## src/rtl/mem_boot_loader_pkg.sv

```systemverilog
// Shared boot-loader definitions: FSM states, frame start word and frame field order.
// The host-side image tool and the bench build frames from the same constants.
package mem_boot_loader_pkg;

  localparam logic [15:0] MAGIC = 16'hB007;

  typedef enum logic [2:0] {
    IDLE,
    LEN,
    LOAD,
    CHECK,
    RUN,
    ERROR
  } boot_state_e;

  // Order of fields on the wire: MAGIC, LEN, LEN data words, CHK.
  typedef enum logic [1:0] {
    FIELD_MAGIC,
    FIELD_LEN,
    FIELD_DATA,
    FIELD_CHK
  } frame_field_e;

endpackage

```

## src/rtl/mem_boot_loader_boot_port_mux.sv

```systemverilog
// Port-A 2:1 mux: the loader owns memory until boot completes, then the CPU does.
module mem_boot_loader_boot_port_mux #(
  parameter int ADDR_W = 14
) (
  input  logic              sel_cpu,
  input  logic [ADDR_W-1:0] loader_addr,
  input  logic              loader_write,
  input  logic [15:0]       loader_data,
  input  logic [ADDR_W-1:0] cpu_addr,
  input  logic              cpu_write,
  input  logic [15:0]       cpu_data,
  output logic [ADDR_W-1:0] mem_addr,
  output logic              mem_write,
  output logic [15:0]       mem_data
);

  assign mem_addr  = sel_cpu ? cpu_addr  : loader_addr;
  assign mem_write = sel_cpu ? cpu_write : loader_write;
  assign mem_data  = sel_cpu ? cpu_data  : loader_data;

endmodule

```

## src/rtl/mem_boot_loader.sv

```systemverilog
// Serial boot controller: receives MAGIC/LEN/data/CHK frames, writes the image from
// address 0, verifies the checksum and then hands memory port A to the CPU.
module mem_boot_loader
  import mem_boot_loader_pkg::*;
#(
  parameter int ADDR_W    = 14,
  parameter int MAX_WORDS = 16384
) (
  input  logic              Clock,
  input  logic              Reset,
  input  logic              serialValid,
  input  logic [15:0]       serialRead,
  input  logic [15:0]       cpu_mem_addr,
  input  logic              cpu_mem_write,
  input  logic [15:0]       cpu_data_in,
  output logic [ADDR_W-1:0] mem_addr,
  output logic              mem_write,
  output logic [15:0]       mem_data,
  output logic              cpu_reset,
  output logic              boot_done,
  output logic              boot_error,
  output logic [ADDR_W:0]   words_loaded
);

  localparam logic [16:0]       MAX_LEN = 17'(MAX_WORDS);
  localparam logic [ADDR_W:0]   CNT_ONE = {{ADDR_W{1'b0}}, 1'b1};
  localparam logic [ADDR_W-1:0] IDX_ONE = {{(ADDR_W-1){1'b0}}, 1'b1};

  boot_state_e       state_reg, state_next;
  logic [ADDR_W:0]   len_reg, len_next;
  logic [ADDR_W:0]   count_reg, count_next;
  logic [ADDR_W-1:0] index_reg, index_next;
  logic [15:0]       sum_reg, sum_next;
  logic [ADDR_W-1:0] ld_addr_reg, ld_addr_next;
  logic [15:0]       ld_data_reg, ld_data_next;
  logic              ld_write_reg, ld_write_next;

  always_ff @(posedge Clock) begin
    if (Reset) begin
      state_reg <= IDLE;
    end else begin
      state_reg <= state_next;
    end
  end

  // Reset also kills a write registered on the same edge, so a frame cut short never lands.
  always_ff @(posedge Clock) begin
    if (Reset) begin
      len_reg      <= '0;
      count_reg    <= '0;
      index_reg    <= '0;
      sum_reg      <= '0;
      ld_addr_reg  <= '0;
      ld_data_reg  <= '0;
      ld_write_reg <= 1'b0;
    end else begin
      len_reg      <= len_next;
      count_reg    <= count_next;
      index_reg    <= index_next;
      sum_reg      <= sum_next;
      ld_addr_reg  <= ld_addr_next;
      ld_data_reg  <= ld_data_next;
      ld_write_reg <= ld_write_next;
    end
  end

  always_comb begin
    state_next    = state_reg;
    len_next      = len_reg;
    count_next    = count_reg;
    index_next    = index_reg;
    sum_next      = sum_reg;
    ld_addr_next  = ld_addr_reg;
    ld_data_next  = ld_data_reg;
    ld_write_next = 1'b0;
    if (serialValid) begin
      case (state_reg)
        IDLE, ERROR: begin
          if (serialRead == MAGIC) state_next = LEN;
        end
        LEN: begin
          len_next   = serialRead[ADDR_W:0];
          count_next = '0;
          index_next = '0;
          sum_next   = '0;
          if (serialRead == 16'd0)               state_next = CHECK;
          else if ({1'b0, serialRead} > MAX_LEN) state_next = ERROR;
          else                                   state_next = LOAD;
        end
        LOAD: begin
          // Every word here is payload, including one that happens to equal MAGIC.
          ld_write_next = 1'b1;
          ld_addr_next  = index_reg;
          ld_data_next  = serialRead;
          sum_next      = sum_reg + serialRead;
          index_next    = index_reg + IDX_ONE;
          count_next    = count_reg + CNT_ONE;
          if (count_reg + CNT_ONE == len_reg) state_next = CHECK;
        end
        CHECK: begin
          state_next = (serialRead == sum_reg) ? RUN : ERROR;
        end
        RUN: begin
          state_next = RUN;
        end
        default: state_next = IDLE;
      endcase
    end
  end

  assign boot_done    = (state_reg == RUN);
  assign boot_error   = (state_reg == ERROR);
  assign cpu_reset    = ~boot_done;
  assign words_loaded = count_reg;

  generate
    if (ADDR_W < 16) begin : g_addr_trunc
      logic unused_cpu_addr_hi;
      assign unused_cpu_addr_hi = ^cpu_mem_addr[15:ADDR_W];
    end
  endgenerate

  mem_boot_loader_boot_port_mux #(
    .ADDR_W(ADDR_W)
  ) u_port_mux (
    .sel_cpu     (boot_done),
    .loader_addr (ld_addr_reg),
    .loader_write(ld_write_reg),
    .loader_data (ld_data_reg),
    .cpu_addr    (cpu_mem_addr[ADDR_W-1:0]),
    .cpu_write   (cpu_mem_write),
    .cpu_data    (cpu_data_in),
    .mem_addr    (mem_addr),
    .mem_write   (mem_write),
    .mem_data    (mem_data)
  );

endmodule
```

## config.mk

```make
export PLATFORM = sky130hd
export DESIGN_NAME = mem_boot_loader
export DESIGN_NICKNAME = d
export VERILOG_FILES = /design/src/rtl/mem_boot_loader_pkg.sv /design/src/rtl/mem_boot_loader_boot_port_mux.sv /design/src/rtl/mem_boot_loader.sv
export SDC_FILE = /design/constraint.sdc
export NUM_CORES = 1
export LEC_CHECK = 0
export CAP_MARGIN = 20
export CORE_AREA = 2 2 118 120
export DETAILED_ROUTE_END_ITERATION = 7
export DIE_AREA = 0 0 120 122
export PLACE_DENSITY = 0.74
export SLEW_MARGIN = 15
export SYNTH_ARGS = -nofsm -noshare
export SYNTH_HDL_FRONTEND = slang
export SYNTH_HIERARCHICAL = 1
export SYNTH_SLANG_ARGS = --single-unit
```

## constraint.sdc

```tcl
create_clock -name Clock -period 3.05 [get_ports Clock]
set_clock_uncertainty 0.05 [all_clocks]
set_input_delay 0.305 -clock Clock [delete_from_list [all_inputs] [get_ports Clock]]
set_output_delay 0.305 -clock Clock [all_outputs]
set_load 0.05 [all_outputs]
```

Word-level counts from Yosys, hierarchy flattened
Cells that the tools add are included.

cells by class
  bitwise gates (word level) = 2
  order comparisons = 1
  $add $sub $neg = 3
  equality and inequality tests = 10
  mux-type cells = 13
  reduce and logical (&&, ||, !) cells = 9

operators with widths
  cell                   number
  $pmux 16 s2            1
  $pmux 15 s2            1
  $pmux 14 s2            1
  $add 16x16->16         1
  $eq 16x16->1           1
  $eq 16x16->1 const B   1
  $gt 16x15->1 const B   1
  $logic_not 16->1       1
  $mux 16                1
  $add 15x1->15 const B  1
  $eq 15x15->1           1
  $pmux 3 s5             1
  $add 14x1->14 const B  1
  $mux 14                1
  $mux 3                 4
  $eq 3x2->1 const B     2
  $eq 3x3->1 const B     2
  $reduce_and 2->1       3
  $ne 2x2->1 const B     2
  $reduce_or 2->1        2
  $eq 3x1->1 const B     1
  $logic_not 3->1        1
  $mux 1                 3
  $reduce_and 3->1       1
  other kinds (2)        3

storage, ports and cells
  bits of input ports = 52
  bits in registers = 94
  word-level logic and storage cells = 46

Longest topological paths before layout
  depth after elaboration = 4
  mapped depth = 9
  gate-level depth less buffers = 9

Hierarchy
Netlist, hierarchy kept.

by module, submodules not included
  module                         cells an instance  instances  area each (µm²)
  mem_boot_loader                621                1          4880.9
  mem_boot_loader_boot_port_mux  34                 1          382.9

Worst setup path after synthesis
Ideal clock, no wire load.

  path type = register to output
  start point = register state_reg[2]
  end point = output port mem_addr[0]
  setup slack = 0.490 ns
  data arrival time = 2.205 ns
  buffers on the path = 2
  cell stages (with the launch flop) = 6
  cell sequence = dfxtp_1 clkbuf_1 nand2_1 inv_1 buf_6 mux2_2

on the way
  word-level cells in the longest chain between the ends = 2

ends and longest elaborated chain
  item                    line                                 source
  start, declared         mem_boot_loader.sv:29                boot_state_e state_reg, state_next;
  start signal, assigned  mem_boot_loader.sv:42                state_reg <= state_next;
  $eq 3x3->1              mem_boot_loader.sv:111               assign boot_done = (state_reg == RUN);
  net boot_done           mem_boot_loader.sv:20                output logic boot_done,
  $mux 14                 mem_boot_loader_boot_port_mux.sv:17  assign mem_addr = sel_cpu ? cpu_addr : loader_addr;
  end, declared           mem_boot_loader.sv:16                output logic [ADDR_W-1:0] mem_addr,

The timed path passes the listed nets, and every way through them passes these cells.

Worst setup path after layout
  start point = input port serialRead[0]
  end point = register sum_reg[14]

on the way
  word-level cells in the longest chain between the ends = 2

ends and longest elaborated chain
  item                  line                   source
  start, declared       mem_boot_loader.sv:12  input logic [15:0] serialRead,
  $add 16x16->16        mem_boot_loader.sv:95  sum_next = sum_reg + serialRead;
  $pmux 16 s2           mem_boot_loader.sv:77  case (state_reg)
  end signal, assigned  mem_boot_loader.sv:60  sum_reg <= sum_next;
  end, declared         mem_boot_loader.sv:33  logic [15:0] sum_reg, sum_next;

Every way passes these cells.
A chain may end at the register's enable or synchronous reset.

==> flow_summary.json <==
{
  "hpwl_microns": 10100,
  "final_layout_size_suffix_gt1_share_pct": 15.6,
  "fin_cells": 932,
  "min_period_ns": 2.71,
  "async_flop_share_pct": 0,
  "avgViaCountPerCell": 5.32,
  "wl_per_cell_microns": 15.0,
  "cts-resized-gates": 0,
  "final_cell_mix": "nand2_1 (118), dfxtp_1 (94), a21oi_1 (79)",
  "required_ns": 3.25,
  "antenna_found_initial": 0,
  "core_area_sq_um": 13500,
  "timing.slew.headroom_pct": 54.1,
  "multi_input_area_sq_um": 3160,
  "insertion_delay_ns": 0.35,
  "grt_max_degree": 46,
  "nNetsFinal": 817,
  "cap_violations": 0,
  "vias": 4957,
  "vdd_drop_max_uv": 326,
  "synth_top_family_by_area": "simple AND/OR/NAND/NOR gates",
  "dieArea_sq_um": 14600,
  "cp-end-kind": "register",
  "netlist_instances": 655,
  "dp_slack_ns": 0.00554,
  "r2r_end": "sum_reg[14]",
  "dpl-instance-area_sq_um": 6370,
  "synth_area_sq_um": 5260,
  "cts_sinks": 94,
  "drt_iter0_drc": 333,
  "setup_viol": 0,
  "start_util_pct": 39.0,
  "crit_path_frequent_cell": "a21oi_2",
  "utilization_pct": 49.4,
  "n_fill_cell": 1313,
  "critPathMaxFanout": 2,
  "remaining_drc_errors": 0,
  "track_usage_pct": 19.4,
  "syn_avg_cell_area_sq_um": 8.04,
  "rsz0062_at_grt": "no",
  "slew_violations": 0,
  "critPathLaunchType": "input port",
  "place_congestion": 0.902,
  "ys_types": 61,
  "leakage_nw": 2.51,
  "area.growth.synth_to_final_pct": 26.8,
  "cp-startpoint": "serialRead[0]",
  "synth_simple_gate_area_share_pct": 23.8,
  "routed_wl_microns": 14000,
  "power_mw": 2.79,
  "synth_xor_area_share_pct": 7.49,
  "grt_pass1_vias": 4542,
  "reg2regPathDepth": 9,
  "met3_usage_pct": 4.03,
  "timing_hold_violations_final": 0,
  "synth_edf_count": 0,
  "switchingPower_mw": 0.747,
  "post_cts_buffers": 0,
  "grt_first_pass_wirelength_microns": 23000,
  "placed_cells": 915,
  "cts.clk_slew.worst_paths_ns": 0.07,
  "cp.arrival_ns": 2.91,
  "top_usage_layer": "met2",
  "synth.mux.area_fraction_pct": 6.82,
  "io_pins": 101,
  "ant_nets": 0,
  "worstMarginPinSlew_ns": 0.686,
  "port_buffers": 98,
  "holdCritPathClass": "in -> reg",
  "critical_path_class": "in -> reg",
  "final_common_cell": "nand2_1",
  "synth-compound-area-share_pct": 17.3,
  "reg2reg_slack_ns": 0.45,
  "period_share_pct": 88.9,
  "cts-hold-fix-buffers": 0,
  "cts.htree.levels": 3,
  "diodes": 0,
  "outcome": "complete, no violations",
  "cts_root_buf": "clkbuf_16",
  "fp.dieH_microns": 122,
  "design_area_sq_um": 6680,
  "reg2reg_from": "sum_reg[0]",
  "cts_buffers": 9,
  "fmax_mhz": 369,
  "cp_slowest_stage_delay_ns": 0.44,
  "synth_flop_cell": "dfxtp_1",
  "syn-num-nets": 725,
  "cts_buffer_depth": 2,
  "swShare_pct": 26.8,
  "regArea_sq_um": 1880,
  "yosys_warnings": 6,
  "whs_ns": 0.291,
  "p_int_mw": 2.05,
  "worstPathCellList": "clkdlybuf4s50_1 -> ha_1 -> fa_1 -> a21oi_2 -> o21ai_1 -> a21oi_2 -> o211ai_1 -> o311a_1 -> or3_1 -> a32o_1",
  "die_w_microns": 120,
  "use_met1_pct": 25.4,
  "dr.pass1.iters": 5,
  "cts_tree": "built",
  "ys_ff_latch": 94,
  "tns_ns": 0,
  "p_comb_share_pct": 13.8,
  "layout_setup_ws_ns": 0.339,
  "met2_usage_pct": 32.0,
  "synth_fa_ha_area_share_pct": 4.42,
  "grt.overflow.total": 0,
  "rows": 43,
  "cpMaxStageDelayCell": "clkdlybuf4s50_1",
  "pwr-share-clk_pct": 41.0,
  "p_seq_share_pct": 45.2,
  "crit_end": "sum_reg[14]",
  "ys_seq_area_share_pct": 35.7,
  "p_per_area_nw_per_um2": 418
}
how the worst min path moves through the flow:
stage,from,to,slack (ns),cells past startpoint
after floorplan,ld_addr_reg[0],ld_addr_reg[0],0.38,2
after global placement,ld_addr_reg[3],ld_addr_reg[3],0.39,2
after detailed placement,ld_addr_reg[10],ld_addr_reg[10],0.39,2
after CTS,Reset,state_reg[1],0.28,2
after global routing,Reset,len_reg[11],0.32,2
final,Reset,state_reg[1],0.29,2
cell type report:
class / count / share of cell area, %
well taps: 180 / 3.37
multi-input cells: 508 / 47.3
flip-flops and latches: 94 / 28.2
clock buffers: 10 / 3.43
clock inverters: 6 / 1.03
repair buffers: 119 / 15.8
inverters: 15 / 0.843
cells by family (layout without fill, tap and decap cells):
family,count (synthesis),count (layout)
AND/OR/NAND/NOR,260,260
flip-flops,94,94
buffers and inverters,53,150
AO/OA/AOI/OAI,153,153
multiplexers,32,32
adder cells (fa/ha/maj),18,18
XOR/XNOR,45,45
cells in the mapped netlist, drive strengths merged, types with 3 or more instances:
master / count / area [sq um]
a21o: 4 / 30.0
a22o: 5 / 43.8
inv: 15 / 56.3
a22oi: 12 / 90.1
nor3: 20 / 110
o21ai: 27 / 135
dfxtp: 94 / 1880
a32o: 3 / 30.0
nand2: 119 / 454
nand2b: 3 / 18.8
mux2: 31 / 349
or4: 3 / 22.5
nand4: 9 / 77.6
xor2: 17 / 149
buf: 13 / 81.3
a21oi: 81 / 413
a31oi: 4 / 25.0
o21bai: 3 / 22.5
nor4: 13 / 115
ha: 17 / 213
xnor2: 28 / 245
clkbuf: 25 / 95.1
or3: 8 / 51.3
nor2: 60 / 225
nand3: 14 / 87.6
critical path, delay by kind of cell:
family | cells | cell delay (ns)
and+or+nand+nor | 1 | 0.32
adders and majority gates | 2 | 0.66
buffers and inverters | 1 | 0.44
AOI/OAI and AO/OA | 6 | 1.19
per-layer routing:
layer  share of wire (%)  wire length [microns]  vias to the layer above
li1                    -                      -                     2491
met1                  45                   6310                     2315
met2                  48                   6690                      129
met3                 5.4                    754                       22
met4                 1.5                    211                        0
met5                   0                      0                        -
power by group through the flow:
stage | sequential (mW) | combinational (mW) | clock, mW
2_1_floorplan | 1.28 | 0.235 | 0
3_3_place_gp | 1.29 | 0.376 | 0
3_5_place_dp | 1.29 | 0.381 | 0
4_1_cts | 1.26 | 0.383 | 1.17
5_1_grt | 1.26 | 0.416 | 1.21
6_report | 1.26 | 0.384 | 1.15
No activity file was read; power rests on OpenSTA's default activity.
